===== src/rtl/dmem_arbiter_pkg.sv =====
// dmem_arbiter_pkg: shared encodings for the data-port arbiter.
//   gnt_e   : grant indicator driven on GNT (none / M0 / M1)
//   state_e : arbiter FSM states
package dmem_arbiter_pkg;

  typedef enum logic [1:0] {
    GNT_NONE = 2'b00,
    GNT_M0   = 2'b01,
    GNT_M1   = 2'b10
  } gnt_e;

  typedef enum logic [1:0] {
    ST_IDLE  = 2'b00,
    ST_OWN0  = 2'b01,
    ST_OWN1  = 2'b10,
    ST_LOCK1 = 2'b11
  } state_e;

endpackage


===== src/rtl/dmem_arbiter.sv =====
// dmem_arbiter: two-master arbiter for the single data port of the shared
// instruction/data memory. M0 (CPU MEM stage) has priority; M1 (loader/debug)
// is guaranteed a grant after MAXHOLD consecutive M0 grants and may lock the
// port for bursts. One access per cycle; read data returns one cycle later.
//
// Ports:
//   CLK, RESET_N                 clock, async active-low reset
//   REQ0/WE0/ADDR0/DIN0          M0 request (held until ACK0)
//   ACK0, STALL0                 M0 accepted / pipeline stall
//   RVALID0, DOUT0               M0 read data return
//   REQ1/WE1/ADDR1/DIN1, LOCK1   M1 request, LOCK1 keeps ownership
//   ACK1, RVALID1, DOUT1         M1 accept / read data return
//   MADDR, MDIN, MWE             memory port (combinational from grant)
//   MDOUT                        memory read data (registered in memory)
//   GNT                          00 none, 01 M0, 10 M1
module dmem_arbiter
  import dmem_arbiter_pkg::*;
#(
  parameter int DBITS   = 16,
  parameter int ABITS   = 12,
  parameter int MAXHOLD = 8
) (
  input  logic             CLK,
  input  logic             RESET_N,
  input  logic             REQ0,
  input  logic             WE0,
  input  logic [ABITS-1:0] ADDR0,
  input  logic [DBITS-1:0] DIN0,
  output logic             ACK0,
  output logic             STALL0,
  output logic             RVALID0,
  output logic [DBITS-1:0] DOUT0,
  input  logic             REQ1,
  input  logic             WE1,
  input  logic [ABITS-1:0] ADDR1,
  input  logic [DBITS-1:0] DIN1,
  input  logic             LOCK1,
  output logic             ACK1,
  output logic             RVALID1,
  output logic [DBITS-1:0] DOUT1,
  output logic [ABITS-1:0] MADDR,
  output logic [DBITS-1:0] MDIN,
  output logic             MWE,
  input  logic [DBITS-1:0] MDOUT,
  output logic [1:0]       GNT
);

  localparam logic [7:0] MAXHOLD_C = 8'(MAXHOLD);

  state_e     r_state;
  logic [7:0] r_streak;
  logic       r_rvalid0;
  logic       r_rvalid1;

  state_e     w_state_nxt;
  logic [7:0] w_streak_nxt;
  gnt_e       w_gnt;

  always_ff @(posedge CLK or negedge RESET_N) begin
    if (!RESET_N) begin
      r_state   <= ST_IDLE;
      r_streak  <= '0;
      r_rvalid0 <= 1'b0;
      r_rvalid1 <= 1'b0;
    end else begin
      r_state   <= w_state_nxt;
      r_streak  <= w_streak_nxt;
      r_rvalid0 <= (w_gnt == GNT_M0) && !WE0;
      r_rvalid1 <= (w_gnt == GNT_M1) && !WE1;
    end
  end

  always_comb begin
    w_gnt        = GNT_NONE;
    w_state_nxt  = ST_IDLE;
    w_streak_nxt = r_streak;

    if (r_state == ST_LOCK1) begin
      // M1 dropping its request releases the lock in the same cycle,
      // so a waiting M0 is served immediately.
      if (REQ1)      w_gnt = GNT_M1;
      else if (REQ0) w_gnt = GNT_M0;
    end else if (REQ0 && REQ1) begin
      w_gnt = (r_streak == MAXHOLD_C) ? GNT_M1 : GNT_M0;
    end else if (REQ0) begin
      w_gnt = GNT_M0;
    end else if (REQ1) begin
      w_gnt = GNT_M1;
    end

    unique case (w_gnt)
      GNT_M1:  w_state_nxt = LOCK1 ? ST_LOCK1 : ST_OWN1;
      GNT_M0:  w_state_nxt = ST_OWN0;
      default: w_state_nxt = ST_IDLE;
    endcase

    if (!REQ1 || (w_gnt == GNT_M1))
      w_streak_nxt = '0;
    else if ((w_gnt == GNT_M0) && (r_streak != MAXHOLD_C))
      w_streak_nxt = r_streak + 8'd1;
  end

  always_comb begin
    MADDR = '0;
    MDIN  = '0;
    MWE   = 1'b0;
    unique case (w_gnt)
      GNT_M0: begin
        MADDR = ADDR0;
        MDIN  = DIN0;
        MWE   = WE0;
      end
      GNT_M1: begin
        MADDR = ADDR1;
        MDIN  = DIN1;
        MWE   = WE1;
      end
      default: ;
    endcase
  end

  assign ACK0    = (w_gnt == GNT_M0);
  assign ACK1    = (w_gnt == GNT_M1);
  assign STALL0  = REQ0 && !ACK0;
  assign GNT     = w_gnt;
  assign RVALID0 = r_rvalid0;
  assign RVALID1 = r_rvalid1;
  assign DOUT0   = MDOUT;
  assign DOUT1   = MDOUT;

endmodule

===== config.mk =====
export PLATFORM = sky130hd
export DESIGN_NAME = dmem_arbiter
export DESIGN_NICKNAME = d
export VERILOG_FILES = /design/src/rtl/dmem_arbiter_pkg.sv /design/src/rtl/dmem_arbiter.sv
export SDC_FILE = /design/constraint.sdc
export NUM_CORES = 1
export LEC_CHECK = 0
export BUFFER_PORTS_ARGS = -buffer_cell sky130_fd_sc_hd__buf_2
export CORE_UTILIZATION = 35
export CTS_CLUSTER_DIAMETER = 150
export DETAILED_ROUTE_END_ITERATION = 10
export PLACE_DENSITY = 0.8
export SLEW_MARGIN = 20
export SYNTH_ARGS = -nofsm -noshare
export SYNTH_HDL_FRONTEND = slang
export SYNTH_SLANG_ARGS = --single-unit

===== constraint.sdc =====
create_clock -name CLK -period 2.3 [get_ports CLK]
set_input_delay 0.23 -clock CLK [delete_from_list [all_inputs] [get_ports CLK]]
set_output_delay 0.23 -clock CLK [all_outputs]
set_load 0.05 [all_outputs]

==> reports/metrics.yaml, run 1 <==
status: "complete, but fails checks"
failed_checks: "negative setup slack"
peakVddDrop_uv: 206.7
ys_warn_count: 0
hp-class: "primary input to register"
synth_cell_types: 25
via_per_inst: 4.675
die-area_um2: 4246
p_leak_nw: 1.215
grt_max_degree: 32
holdPathStages: 2
drive_above_1_share_pct: 54.47
async_reset_ff_share_pct: 100.0
grt_pass1_vias: 1330
setup_viol: 27
instances_no_fill: 305
cts_buffers: 3
finalCritPeriodShare_pct: 102.2
synth_edf_count: 0
routabilityCongestion: 0.9022
tritoncts: "done"
grt_pass1_wl_mm: 5.906
syn-cell-area_um2: 1396
ff2ff_path_depth: 4
dp_cells: 299
antenna_cells: 0
drt_iter0_markers: 24
syn_to_final_growth_pct: 66.85
layout_min_cycle_time_ns: 2.351
max_clock_freq_ghz: 0.4254
hpwl_mm: 3.140
crit_chain: "or4_4, o32a_4, clkbuf_16, mux2i_4, buf_6"
clock_path_buffers: 2
whs_endpoint: "RVALID1"
end_kind: "primary output"
cp.required_ns: 2.07
p_per_area_nw_per_um2: 430.6
slowest_delay_ns: 0.55
slew_viol_final: 0
fin_area_um2: 2330
core_um2: 3744
numClockSinks: 12
worstPathMaxFanout: 6
finClkSkew_ns: 0.003395
rsz0062_at_grt: "true"
drtPass1Iterations: 4
clkLatencyLatePin_ns: 0.24
clk_pin_slew_worst_paths_ns: 0.05
slowest_stage: "or4_4"
drc: 0
pin_count: 147
die_width_um: 65.16
ys.flop_type: "dfrtp_1"
startpoint_type: "register"
worst_pin_slew_ns: 0.5043
max-cap-violations: 0
timing.final.ws_setup_ns: -0.05069
portBuffers: 98
path_class: "register to primary output"
vias: 1426
synth_nets: 267
total_power_mw: 1.003
placed_area_um2: 2039
rrSetupSlack_ns: 0.52
synth.avg_cell_area_um2: 7.507
netlist_instances: 186
die_height_um: 65.16
grt_usage_pct: 18.28
hold_viol_final: 0
h-tree-depth: 1
timing.rr.start: "r_streak[4]"
gr-total-overflow: 0
routed_wl_mm: 4.011
antenna_found_initial: 0
ant_nets: 0
cts_root_buf: "clkbuf_8"
holdWs_ns: 0.1505
final_util_pct: 62.23
wire_per_inst_um: 13.15
worstHoldStart: "WE1"
final_net_count: 340
relSlewSlack_pct: 66.08
reg2reg_to: "RVALID0"
row_count: 22
crit_arrival_ns: 2.12
initial_utilization_pct: 37.30
synth_seq_area_share_pct: 21.51
ys_ff_latch: 12
-- metrics by stage --
step,TNS [ns],setup slack [ns]
floorplan,-0.6255,-0.1669
global placement,0,0.04255
detailed placement,0,0.004611
CTS,-0.5266,-0.04984
global route,-1.824,-0.08949
finish,-0.7097,-0.05069
-- flip-flops by register name, summed over array words and instances, names as in the netlist --
register	count
r_streak	8
r_state	2
RVALID0	1
RVALID1	1
-- worst max path at each step --
stage                start       end  slack, ns  cells after the start
6_report       r_streak[4]  MADDR[5]      -0.05                      5
5_1_grt        r_streak[4]  MADDR[2]      -0.09                      5
2_1_floorplan  r_streak[4]  MADDR[0]      -0.17                      4
4_1_cts        r_streak[4]  MADDR[2]      -0.05                      5
3_3_place_gp   r_streak[5]  MDIN[10]       0.04                      5
3_5_place_dp   r_streak[4]  MDIN[10]      0.005                      5
-- cells in the final DEF, fill, tap and decap left out, types with 3 or more instances in the layout --
cell,synthesis,final
buf_2,0,66
inv_1,37,37
nand2_1,32,32
buf_6,2,27
mux2i_4,0,26
dfrtp_1,12,12
buf_4,32,9
nor2_1,8,7
a21oi_1,5,5
nand3_1,4,4
mux2i_1,29,3
clkbuf_8,0,3
buf_12,2,3
-- layer usage --
layer	track usage [%]	wire length, um	vias up	share of wire [%]
met1	18.35	1362	640	34
met3	4.861	333	9	8.3
met5	0	0	-	0
met2	35.18	2235	79	56
met4	7.065	80	0	2.0
li1	-	-	698	-
-- worst max-delay path, delay by kind of cell, from the launching register on --
kind | cells | cell delay, ns
simple gates | 1 | 0.55
buf+inv | 2 | 0.38
mux | 1 | 0.18
compound gates | 1 | 0.39
flops | 1 | 0.38
-- layout make-up --
type | instances | area (um^2)
inverters | 37 | 138.9
clock buffers | 3 | 41.29
flip-flops and latches | 12 | 300.3
multi-input cells | 97 | 984.7
well taps | 48 | 60.06
fillers | 331 | 1414
repair buffers | 108 | 804.5
-- cells in the mapped netlist (4+ instances only) --
| master | count | area, um^2 |
|---|---|---|
| mux2i_1 | 29 | 290.3 |
| nand2_1 | 32 | 120.1 |
| buf_4 | 32 | 240.2 |
| clkbuf_1 | 4 | 15.01 |
| nand3_1 | 4 | 20.02 |
| nor2_1 | 8 | 30.03 |
| a21oi_1 | 5 | 25.02 |
| dfrtp_1 | 12 | 300.3 |
| inv_1 | 37 | 138.9 |
-- cells by family (layout without fill, tap and decap cells) --
group	after synthesis	after routing	share of synthesized area [%]
AO/OA/AOI/OAI	13	13	5.914
AND/OR/NAND/NOR	50	50	15.41
multiplexers	29	29	20.79
XOR/XNOR	3	3	1.882
adder cells (fa/ha/maj)	2	2	1.792
flip-flops	12	12	21.51
buffers and inverters	77	148	32.71
-- repair_timing --
item	in CTS	in global routing
resized for setup	57	6
gates cloned	0	1
buffers inserted	1	0
pin swaps	1	0
hold buffers	1	0
setup endpoints to repair	32	32
endpoints found under the hold margin	12	0
-- power breakdown --
| group | switching, mW | total (mW) | internal [mW] |
|---|---|---|---|
| Sequential | 0.00331 | 0.221 | 0.218 |
| Combinational | 0.347 | 0.596 | 0.249 |
| Clock | 0.0712 | 0.186 | 0.115 |
| Total | 0.421 | 1.00 | 0.582 |
No activity file was read; power rests on OpenSTA's default activity.
==> run 2, diff against run 1 <==
--- a/config.mk
+++ b/config.mk
@@ -9,6 +9,7 @@
 export CORE_UTILIZATION = 35
 export CTS_CLUSTER_DIAMETER = 150
 export DETAILED_ROUTE_END_ITERATION = 10
+export MAX_ROUTING_LAYER = met4
 export PLACE_DENSITY = 0.8
 export SLEW_MARGIN = 20
 export SYNTH_ARGS = -nofsm -noshare
==> constraint.sdc (replaced) <==
create_clock -name CLK -period 2.3 [get_ports CLK]
set_input_delay 0.23 -clock CLK [delete_from_list [all_inputs] [get_ports CLK]]
set_output_delay 0.23 -clock CLK [all_outputs]
set_load 0.02 [all_outputs]
==> run 2 against run 1 <==
  * The run still ends with negative setup slack left
  * Sequential power about the same
  * Clock skew is essentially flat
  * Combinational power down 44%
  * Hold slack gained 0.012 ns
  * Power fell by 22%
  * Clock-buffer cell count up 1
  * Largest cell class is now non-clock buffers
  * Highest routed layer unchanged
==> reports/metrics.yaml, run 2 (synthesis gave the netlist of run 1 again) <==
cts_root_buf: "clkbuf_8"
final_cell_mix: "buf_2, inv_1, nand2_1"
grt_usage_pct: 16.03  # -2.3 points
grt_max_degree: 32  # unchanged
grt_pass1_wl_mm: 5.140  # -13%
slew_viol_final: 0  # unchanged
via_per_inst: 4.489  # -4.0%
status: "complete, but fails checks"
cts_buffers: 3  # unchanged
crit_arrival_ns: 2.09  # -0.03 ns
worstPathMaxFanout: 7  # +1
startpoint_type: "register"
setup_viol: 3  # -89%
drive_above_1_share_pct: 44.79  # -9.7 points
rsz0062_at_grt: "true"
clk_pin_slew_worst_paths_ns: 0.05  # about the same
max_clock_freq_ghz: 0.4320  # +1.5%
timing.final.ws_setup_ns: -0.01507  # +0.03561 ns
max-cap-violations: 0  # unchanged
syn_to_final_growth_pct: 36.74
peakVddDrop_uv: 196.8  # -4.8%
drt_iter0_markers: 23  # -4.2%
hpwl_mm: 2.618  # -17%
clock_path_buffers: 2  # unchanged
relSlewSlack_pct: 69.54  # +3.5 points
wire_per_inst_um: 11.80  # -10%
reg_top3: "r_streak: 8 flops, r_state: 2 flops"
vias: 1378  # -3.4%
placed_area_um2: 1673  # -18%
die-area_um2: 4246  # unchanged
core_um2: 3744  # unchanged
drtPass1Iterations: 4  # unchanged
p_leak_nw: 1.231  # +1.4%
clkLatencyLatePin_ns: 0.24  # about the same
finalCritPeriodShare_pct: 100.7  # -1.5 points
antenna_cells: 0  # unchanged
drc: 0  # unchanged
ant_nets: 0  # unchanged
grt_pass1_vias: 1225  # -7.9%
hold_viol_final: 0  # unchanged
layout_min_cycle_time_ns: 2.315  # -0.03561 ns
p_per_area_nw_per_um2: 410.9  # -4.6%
tritoncts: "done"
cp.required_ns: 2.07  # about the same
die_height_um: 65.16  # unchanged
fin_area_um2: 1909  # -18%
portBuffers: 98  # unchanged
largest_reg_flops: 8  # unchanged
die_width_um: 65.16  # unchanged
row_count: 22  # unchanged
final_net_count: 341  # +0.29%
hp-class: "primary input to register"
numClockSinks: 12  # unchanged
top_register: "r_streak"
total_power_mw: 0.7846  # -22%
antenna_found_initial: 0  # unchanged
worst_pin_slew_ns: 0.4528  # -0.05143 ns
h-tree-depth: 1  # unchanged
routed_wl_mm: 3.622  # -9.7%
failed_checks: "negative setup slack"
end_kind: "primary output"
path_class: "register to primary output"
finClkSkew_ns: 0.003693  # +0.0002985 ns
gr-total-overflow: 0  # unchanged
pin_count: 147  # unchanged
initial_utilization_pct: 37.30  # unchanged
final_common_cell: "buf_2"
routabilityCongestion: 0.8511  # -5.7%
## run 2: changes by cell type in the layout (fill, tap and decap cells not counted), moves of 2 or more
| cell | change |
|---|---|
| buf_2 | +7 |
| mux2i_2 | +2 |
| buf_12 | -2 |
| mux2i_1 | +24 |
| buf_4 | +22 |
| mux2i_4 | -26 |
| buf_6 | -27 |
## run 2: final timing paths
kind	endpoint	start	depth (start not counted)	slack, ns
worst max-delay path	MADDR[6]	r_streak[4]	5	-0.02
worst min-delay path	RVALID0	WE0	2	0.16
worst max register to register	r_streak[4]	r_streak[4]	5	0.57
worst min register to register	r_streak[0]	r_streak[0]	1	0.53
max in group asynchronous	r_streak[4]	RESET_N	2	1.69
min in group asynchronous	r_streak[2]	RESET_N	2	0.39
## run 2: critical path, cell delays in order, from the launching register on
cell and delay (ns):
dfrtp_1 0.37, or4_4 0.54, o32a_4 0.39, buf_12 0.16, mux2i_2 0.19, buf_4 0.18
## run 2: layer usage
| layer | vias to the layer above | GRT usage (%) | part of all wire, % |
|---|---|---|---|
| li1 | 691 | - | - |
| met1 | 611 | 16.85 | 37 |
| met2 | 68 | 28.61 | 55 |
| met3 | 8 | 3.646 | 7.2 |
| met4 | 0 | 6.793 | 1.2 |
| met5 | - | - | 0 |
## run 2: timing repair
item / 4_1_cts / 5_1_grt
setup buffers: 2 / 2
cloned: 1 / 1
resized for setup: 4 / 27
hold endpoints to repair: 12 / 0
pin swaps: 1 / 0
hold buffers: 1 / 0
setup endpoints to repair: 31 / 30
## run 2: metrics by stage
step | TNS [ns] | util, % | instances | hold WS [ns] | worst slack, ns
detailed placement | 0 | 44.69 | 296 | 0.1229 | 0.1174
CTS | -0.01532 | 47.99 | 304 | 0.1619 | -0.01462
global route | -0.6179 | 51.00 | 307 | 0.1639 | -0.05153
global placement | 0 | 44.69 | 296 | 0.1219 | 0.1783
finish | -0.01913 | 51.00 | 307 | 0.1630 | -0.01507
floorplan | 0 | - | 186 | -0.06559 | 0.1155
## run 2: cell type report
cell class	instances	area, um^2
Multi-Input combinational cell	97	659.4
Tap cell	48	60.06
Inverter	37	138.9
Sequential cell	12	300.3
Fill cell	376	1834
Timing Repair Buffer	109	695.7
Clock buffer	4	55.05
## run 2: report_power, final
| part | total [mW] | leakage, nW | internal, mW | switching [mW] |
|---|---|---|---|---|
| logic | 0.336 | 1.04 | 0.161 | 0.175 |
| clock network | 0.227 | 0.0288 | 0.151 | 0.0762 |
| registers | 0.221 | 0.161 | 0.217 | 0.00380 |
| total | 0.785 | 1.23 | 0.530 | 0.255 |
